## src/rtl/stream_parity_unit_pkg.sv

```systemverilog
// Shared types and helpers for the streaming parity unit.
package stream_parity_unit_pkg;

    typedef enum logic [1:0] {
        IDLE  = 2'd0,
        ACCUM = 2'd1,
        HOLD  = 2'd2
    } state_t;

    localparam logic MODE_EVEN = 1'b0;
    localparam logic MODE_ODD  = 1'b1;

    // Increment that sticks at maxv; callers cast to their own width (<= 32 bits).
    function automatic logic [31:0] sat_inc(input logic [31:0] v, input logic [31:0] maxv);
        return (v >= maxv) ? maxv : v + 32'd1;
    endfunction

endpackage

```

## src/rtl/stream_parity_unit_if.sv

```systemverilog
// Beat stream in, packet result out; slave is the parity unit side.
interface stream_parity_unit_if #(
    parameter int DATA_W = 8,
    parameter int CNT_W  = 8
) ();
    logic              in_valid;
    logic              in_ready;
    logic [DATA_W-1:0] in_data;
    logic              in_last;
    logic              in_par;
    logic              out_valid;
    logic              out_ready;
    logic              out_par;
    logic              out_err;
    logic [CNT_W-1:0]  out_beats;

    modport slave (
        input  in_valid, in_data, in_last, in_par, out_ready,
        output in_ready, out_valid, out_par, out_err, out_beats
    );

    modport master (
        output in_valid, in_data, in_last, in_par, out_ready,
        input  in_ready, out_valid, out_par, out_err, out_beats
    );
endinterface

```

## src/rtl/stream_parity_unit_par_reduce.sv

```systemverilog
// Combinational XOR reduction of one data beat.
module par_reduce #(
    parameter int DATA_W = 8
) (
    input  logic [DATA_W-1:0] data,
    output logic              par
);
    assign par = ^data;
endmodule

```

## src/rtl/stream_parity_unit.sv

```systemverilog
// Streaming packet parity generator/checker with saturating beat and error counters.
module stream_parity_unit
    import stream_parity_unit_pkg::*;
#(
    parameter int DATA_W = 8,
    parameter int CNT_W  = 8,
    parameter int ERR_W  = 16
) (
    input  logic                 clk,
    input  logic                 rst_n,
    input  logic                 odd_mode,
    input  logic                 clr_err,
    stream_parity_unit_if.slave  s,
    output logic [ERR_W-1:0]     err_count
);
    localparam logic [31:0] CNT_MAX = 32'((64'd1 << CNT_W) - 64'd1);
    localparam logic [31:0] ERR_MAX = 32'((64'd1 << ERR_W) - 64'd1);

    state_t           state;
    logic             acc;
    logic             mode_q;
    logic [CNT_W-1:0] cnt;
    logic [CNT_W-1:0] cnt_inc;
    logic             beat_par;
    logic             accept;
    logic             handoff;

    par_reduce #(.DATA_W(DATA_W)) u_par_reduce (
        .data (s.in_data),
        .par  (beat_par)
    );

    // Ready follows rst_n directly so it drops the moment reset asserts.
    assign s.in_ready = rst_n && (state != HOLD);
    assign accept     = s.in_valid && s.in_ready;
    assign handoff    = s.out_valid && s.out_ready;
    assign cnt_inc    = CNT_W'(sat_inc(32'(cnt), CNT_MAX));

    // Packet FSM: accumulate beats, then hold the registered result until taken.
    always_ff @(posedge clk or negedge rst_n) begin
        if (!rst_n) begin
            state       <= IDLE;
            acc         <= 1'b0;
            mode_q      <= MODE_EVEN;
            cnt         <= '0;
            s.out_valid <= 1'b0;
            s.out_par   <= 1'b0;
            s.out_err   <= 1'b0;
            s.out_beats <= '0;
        end else begin
            case (state)
                IDLE: begin
                    if (accept) begin
                        mode_q <= odd_mode;
                        acc    <= beat_par;
                        cnt    <= CNT_W'(1);
                        if (s.in_last) begin
                            state       <= HOLD;
                            s.out_valid <= 1'b1;
                            s.out_par   <= beat_par ^ odd_mode;
                            s.out_err   <= beat_par ^ odd_mode ^ s.in_par;
                            s.out_beats <= CNT_W'(1);
                        end else begin
                            state <= ACCUM;
                        end
                    end
                end
                ACCUM: begin
                    if (accept) begin
                        acc <= acc ^ beat_par;
                        cnt <= cnt_inc;
                        if (s.in_last) begin
                            state       <= HOLD;
                            s.out_valid <= 1'b1;
                            s.out_par   <= acc ^ beat_par ^ mode_q;
                            s.out_err   <= acc ^ beat_par ^ mode_q ^ s.in_par;
                            s.out_beats <= cnt_inc;
                        end
                    end
                end
                HOLD: begin
                    if (s.out_ready) begin
                        state       <= IDLE;
                        s.out_valid <= 1'b0;
                    end
                end
                default: state <= IDLE;
            endcase
        end
    end

    // Error counter: counts erroring handoffs, clear takes priority.
    always_ff @(posedge clk or negedge rst_n) begin
        if (!rst_n) begin
            err_count <= '0;
        end else if (clr_err) begin
            err_count <= '0;
        end else if (handoff && s.out_err) begin
            err_count <= ERR_W'(sat_inc(32'(err_count), ERR_MAX));
        end
    end

endmodule

```

## src/flat_wrapper.sv

```systemverilog
// flat-port wrapper written by rule: the top's interface ports become plain ports
module stream_parity_unit_flat import stream_parity_unit_pkg::*;
#(
    parameter int DATA_W = 8,
    parameter int CNT_W  = 8,
    parameter int ERR_W  = 16
)
  (clk, rst_n, odd_mode, clr_err, err_count, s_in_valid, s_in_data, s_in_last, s_in_par, s_out_ready, s_in_ready, s_out_valid, s_out_par, s_out_err, s_out_beats);
  stream_parity_unit_if #(.DATA_W(DATA_W), .CNT_W(CNT_W)) s_i ();
  input  logic clk;
  input  logic rst_n;
  input  logic odd_mode;
  input  logic clr_err;
  output logic [ERR_W-1:0] err_count;
  input wire logic [$bits(s_i.in_valid)-1:0] s_in_valid;
  input wire logic [$bits(s_i.in_data)-1:0] s_in_data;
  input wire logic [$bits(s_i.in_last)-1:0] s_in_last;
  input wire logic [$bits(s_i.in_par)-1:0] s_in_par;
  input wire logic [$bits(s_i.out_ready)-1:0] s_out_ready;
  output wire logic [$bits(s_i.in_ready)-1:0] s_in_ready;
  output wire logic [$bits(s_i.out_valid)-1:0] s_out_valid;
  output wire logic [$bits(s_i.out_par)-1:0] s_out_par;
  output wire logic [$bits(s_i.out_err)-1:0] s_out_err;
  output wire logic [$bits(s_i.out_beats)-1:0] s_out_beats;
  assign s_i.in_valid = s_in_valid;
  assign s_i.in_data = s_in_data;
  assign s_i.in_last = s_in_last;
  assign s_i.in_par = s_in_par;
  assign s_i.out_ready = s_out_ready;
  assign s_in_ready = s_i.in_ready;
  assign s_out_valid = s_i.out_valid;
  assign s_out_par = s_i.out_par;
  assign s_out_err = s_i.out_err;
  assign s_out_beats = s_i.out_beats;
  stream_parity_unit #(.DATA_W(DATA_W), .CNT_W(CNT_W), .ERR_W(ERR_W)) u_core (.clk(clk), .rst_n(rst_n), .odd_mode(odd_mode), .clr_err(clr_err), .s(s_i), .err_count(err_count));
endmodule
```

## config.mk

```make
export PLATFORM = sky130hd
export DESIGN_NAME = stream_parity_unit_flat
export DESIGN_NICKNAME = d
export VERILOG_FILES = /design/src/rtl/stream_parity_unit_pkg.sv /design/src/rtl/stream_parity_unit_if.sv /design/src/rtl/stream_parity_unit_par_reduce.sv /design/src/rtl/stream_parity_unit.sv /design/src/flat_wrapper.sv
export SDC_FILE = /design/constraint.sdc
export NUM_CORES = 1
export LEC_CHECK = 0
export ABC_AREA = 0
export CAP_MARGIN = 5
export CELL_PAD_IN_SITES_DETAIL_PLACEMENT = 0
export CELL_PAD_IN_SITES_GLOBAL_PLACEMENT = 1
export CORE_ASPECT_RATIO = 0.8
export CORE_UTILIZATION = 40
export CTS_BUF_LIST = sky130_fd_sc_hd__clkbuf_2
export DETAILED_ROUTE_END_ITERATION = 12
export PLACE_DENSITY = 0.8
export SYNTH_ARGS = -nofsm -noshare
export SYNTH_HDL_FRONTEND = slang
export SYNTH_SLANG_ARGS = --single-unit
```

## constraint.sdc

```tcl
create_clock -name clk -period 2.21 [get_ports clk]
set_input_delay 0.3315 -clock clk [delete_from_list [all_inputs] [get_ports clk]]
set_output_delay 0.3315 -clock clk [all_outputs]
set_load 0.1 [all_outputs]
```

== Word level (Yosys, flattened, before mapping) ==
Cells that the tools add are included.

* Register bits after elaboration: 39
* Input port bits: 16
* Output and inout port bits: 28
* Logic and storage cells: 78

* $add $sub $neg: 2
* Magnitude comparators: 2
* Eq/ne operators: 10
* Muxes and demuxes: 35
* Bitwise logic cells: 5
* Reductions and logical operators: 15

{| class="wikitable"
|+ Operators by type and width
! cell !! number
|-
| 8-bit 2-to-1 mux || 7
|-
| 16-bit 2-to-1 mux || 3
|-
| 8-bit case mux with 2 select lines || 2
|-
| 16-bit by 1-bit adder with 16-bit output (second input constant) || 1
|-
| 16-bit greater-or-equal comparator (second input constant) || 1
|-
| 1-bit 2-to-1 mux || 13
|-
| 2-bit 2-to-1 mux || 5
|-
| 8-bit by 1-bit adder with 8-bit output (second input constant) || 1
|-
| 8-bit greater-or-equal comparator (second input constant) || 1
|-
| 2-bit by 1-bit != test with 1-bit output (second input constant) || 4
|-
| 2-bit != test (second input constant) || 4
|-
| 1-bit case mux with 2 select lines || 4
|-
| 4-bit AND reduction || 2
|-
| 8-bit parity || 1
|-
| 2-bit case mux with 3 select lines || 1
|-
| 2-bit nonzero test || 3
|-
| 5-bit AND reduction || 1
|-
| 1-bit bitwise XOR || 5
|-
| 1-bit logical AND || 4
|-
| 3-bit AND reduction || 1
|-
| 2-bit by 1-bit equality test with 1-bit output (second input constant) || 1
|-
| 2-bit equality test (second input constant) || 1
|-
| 2-bit zero test || 1
|-
| 2-bit AND reduction || 1
|-
| 2-bit OR reduction || 1
|}

== Longest topological paths before layout ==
* Word-level depth: 7
* Mapped depth: 7
* Mapped depth without buffers: 6

== Cells and area by module ==
From an unflattened synthesis, not the netlist that was laid out.

* Cells, all modules: 208
* Area, all modules: 2,078.2 sq um

{| class="wikitable"
|+ By module, submodules not included
! module !! times used !! cells an instance !! area each (sq um) !! sequential area each (sq um)
|-
| stream_parity_unit || 1 || 201 || 2,016.9 || 975.9
|-
| par_reduce || 1 || 7 || 61.3 || 0.0
|}

== Worst setup path after synthesis ==
OpenSTA, ideal clock, no wires.

* Path type: flip-flop to flip-flop
* From: register u_core.err_count[0]
* To: register u_core.err_count[8]
* Library setup time: 82 ps
* Arrival: 2,523 ps
* Required time: 2,128 ps
* Slack: -395 ps
* Stages on the path, launching flop included: 8
* Path buffers: 1
* Period minus slack after synthesis: 2,605 ps
* Cell sequence: dfrtp_1 ha_1 nand4_1 or3_1 buf_6 or2_4 and4_1 nor3_2

* Cells in the longest elaborated chain, start to end: 4
* Elaborated cells on any way between the ends: 5
* Classes of those cells: add/sub: 1; order compare: 1; mux: 3

{| class="wikitable"
|+ Ends and longest elaborated chain
! what !! RTL line !! text
|-
| from (decl) || stream_parity_unit.sv:14 || <nowiki>output logic [ERR_W-1:0] err_count</nowiki>
|-
| from (signal assigned) || stream_parity_unit.sv:99 || <nowiki>err_count <= ERR_W'(sat_inc(32'(err_count), ERR_MAX));</nowiki>
|-
| 16-bit by 1-bit adder with 16-bit output or 16-bit greater-or-equal comparator (tied branches) || stream_parity_unit_pkg.sv:15 || <nowiki>return (v >= maxv) ? maxv : v + 32'd1;</nowiki>
|-
| 16-bit 2-to-1 mux (*) || stream_parity_unit_pkg.sv:15 ||
|-
| 16-bit 2-to-1 mux (*) || stream_parity_unit.sv:98 || <nowiki>end else if (handoff && s.out_err) begin</nowiki>
|-
| 16-bit 2-to-1 mux (*) || stream_parity_unit.sv:96 || <nowiki>end else if (clr_err) begin</nowiki>
|}

Mark *: on every way between the ends. The rest lies on a longest branch, timed or not. The select of a mux whose other input is x is not followed.
A chain may end at the register's enable or synchronous reset.

== Final worst setup path ==
* From: register u_core.err_count[0]
* To: register u_core.err_count[11]

Same word-level chain as after synthesis.

==> impl_metrics.tcl <==
set metrics [dict create \
    core_um2 5040 \
    reg2reg_from "u_core.err_count[0]" \
    hold_path_class "input pin to async pin" \
    port_buffers 43 \
    grt_pass1_wl_um 8540 \
    synth-edff-count 0 \
    arrival_ps 2400 \
    drcViolationCount 0 \
    io_pins 44 \
    fin_cells 347 \
    path_buf_inv 0 \
    cts-root-buf "clkbuf_2" \
    fillers 495 \
    dp_slack_ps 37.3 \
    ys_ff_latch 39 \
    drive_above_1_share_pct 25.6 \
    ys_warn_count 0 \
    critPathMaxStageDelay_ps 490 \
    layout.nets 302 \
    grtUsageTotal_pct 19.9 \
    vias 1893 \
    criticalPathCategory "register to register" \
    synth-xor-area-share_pct 6.40 \
    netlist_area_um2 2110 \
    cts_setup_buffers 0 \
    routed_wl_um 5050 \
    slew-limit-headroom_pct 57.4 \
    r2r-end "u_core.err_count[11]" \
    ant_nets 0 \
    worst_pin_slew_ps 637 \
    status "completed" \
    clock_latency_ps 410 \
    crit_path_end_kind "register" \
    first_global_vias 1747 \
    r2r_slack_ps 130 \
    wl_per_cell_um 14.6 \
    crit_fanout 7 \
    seq_area_um2 1000 \
    synth.distinct_cells 46 \
    gp_routability_congestion 0.815 \
    cts_made_buffers 5 \
    startpoint "u_core.err_count[0]" \
    timing.final.crit_share_pct 94.2 \
    final_max_slew_viol_count 0 \
    synth-simple-area-share_pct 21.6 \
    cts_max_level 2 \
    area_delta_synth_final_pct 27.7 \
    crit_family "simple AND/OR/NAND/NOR gates" \
    post_cts_resized 0 \
    cp_cell_sequence "ha_1 -> nand4_1 -> or3_1 -> nor2_4 -> o21ai_0 -> a221oi_1" \
    fp-row-count 23 \
    first_pass_iters 4 \
    skew_ps 15.8 \
    leakage_nw 1.15 \
    post-place-cells 339 \
    cts_tree "done" \
    fin_crit_ps 2080 \
    synth_fa_ha_area_share_pct 1.19 \
    start_util_pct 41.9 \
    synth_top_family_by_area "simple AND/OR/NAND/NOR gates" \
    dieArea_um2 5570 \
    vdd_drop_max_mv 0.663 \
    die_h_um 67.0 \
    p_per_area_nw_per_um2 871 \
    synth-main-ff-cell "dfrtp_1" \
    muxShareOfSynthArea_pct 2.49 \
    synth_most_common_cell "dfrtp_1" \
    fin_setup_tns_ps 0 \
    place_hpwl_um 3650 \
    syn_inst 233 \
    power_mw 2.35 \
    yosysSeqAreaShare_pct 46.2 \
    multi_input_comb_area_um2 1070 \
    hold_buffers 0 \
    cp-endpoint "u_core.err_count[11]" \
    via_per_inst 5.46 \
    synth_top_cell_by_area "dfrtp_1" \
    synth.area.top_cells "dfrtp_1 (46%), o21ai_0 (5.7%), nand2_1 (5.0%)" \
    antenna_found_initial 0 \
    synthTopCellsByCount "dfrtp_1 (39), nand2_1 (28), o21ai_0 (24)" \
    crit_slowest_cell "dfrtp_4" \
    synth_compound_area_share_pct 19.0 \
    async_reset_ff_share_pct 100 \
    clk_path_buf_depth 2 \
    grt_overflow 0 \
    rsz0062_at_grt "false" \
    cts.sinks 39 \
    r2r_cells 6 \
    drt_iter0_markers 124 \
    cp_num_cells 6 \
    synth.top_cell.area_share_pct 46.2 \
    required_ps 2530 \
    worst_slack_ps 129 \
    synth_nets 251 \
    n_antenna_cell 0 \
    max_freq_mhz 480 \
    worst_setup_path_start_kind "register" \
    postSynthAreaPerCell_um2 9.06 \
    fin_util_pct 53.5 \
    clk_pin_slew_ps 210 \
    grt_max_degree 42 \
    setup_viol 0 \
    hold_viol 0 \
    cap_violations 0 \
    dieWidth_um 83.2 \
]
## through the flow
| step | hold slack, ps | instance area [um^2] |
|---|---|---|
| 3_3_place_gp | 466 | 2610 |
| 3_5_place_dp | 472 | 2610 |
| 2_1_floorplan | 35.9 | 2140 |
| 6_report | 38.8 | 2700 |
| 5_1_grt | 59.3 | 2700 |
| 4_1_cts | 46.2 | 2700 |
## worst min-delay path by stage
| stage | start | end | slack [ps] | cells after the start |
|---|---|---|---|---|
| floorplan | rst_n | u_core.acc | 40 | 0 |
| global placement | u_core.s.out_beats[1] | u_core.s.out_beats[1] | 470 | 2 |
| detailed placement | u_core.s.out_beats[3] | u_core.s.out_beats[3] | 470 | 2 |
| CTS | rst_n | u_core.state[0] | 50 | 2 |
| global route | rst_n | u_core.cnt[0] | 60 | 2 |
| finish | rst_n | u_core.state[0] | 40 | 2 |
## layout by cell type (no fill, tap or decap), types with 2 or more instances in the layout
cell	n
buf_4	35
dfrtp_1	23
dfrtp_2	14
nor2_1	21
xnor2_1	7
nand4_1	6
a31oi_1	3
nor2b_1	2
or3_1	2
clkbuf_2	6
dfrtp_4	2
o21bai_1	3
nand3_1	11
clkdlybuf4s50_1	14
ha_1	2
mux2_2	2
nor3_1	7
a311oi_1	5
o21ai_0	24
inv_1	8
and3_1	3
bufinv_16	2
xor2_1	4
a21oi_1	19
mux2i_1	3
a211oi_1	3
nand2_1	28
or2_2	3
## state kept, by name, indices dropped and copies added (netlist names)
name and count:
u_core.s.out_err 1, u_core.acc 1, u_core.s.out_beats 8, u_core.s.out_par 1, u_core.s.out_valid 1, u_core.err_count 16
u_core.cnt 8, u_core.state 2, u_core.mode_q 1
## area by class of cell
class	count	share of cell area [%]
clock inverter	2	2.23
multi-input combinational	179	39.7
inverter	8	1.11
clock buffer	6	1.11
tap	62	2.88
sequential	39	37.1
timing repair buffer	51	15.9
## worst reg2reg max path, cell delays in order (launching register included)
cell and delay, ps:
dfrtp_4 490, ha_1 250, nand4_1 120, or3_1 470, nor2_4 230, o21ai_0 130
a221oi_1 310
## power breakdown
group          switching [mW]  leakage (nW)  internal (mW)
clock                   0.249        0.0532          0.310
sequential             0.0997         0.492          0.812
combinational           0.617         0.607          0.260
total                   0.966          1.15           1.38
## kinds of logic (layout without fill, tap and decap cells)
logic type                 Yosys count  in the layout
buffers and inverters               15             67
DFF                                 39             39
AOI/OAI and AO/OA                   66             66
xor gates and xnor gates            13             13
and+or+nand+nor                     93             93
adders and majority gates            2              2
muxes                                5              5
## metal layers
layer,vias to the layer above,track usage (%),part of all wire (%)
li1,944,-,-
met4,0,6.47,1.5
met5,-,0,0
met3,8,4.46,4.3
met1,898,28.8,52
met2,43,29.1,43
No activity file was read; power rests on OpenSTA's default activity.
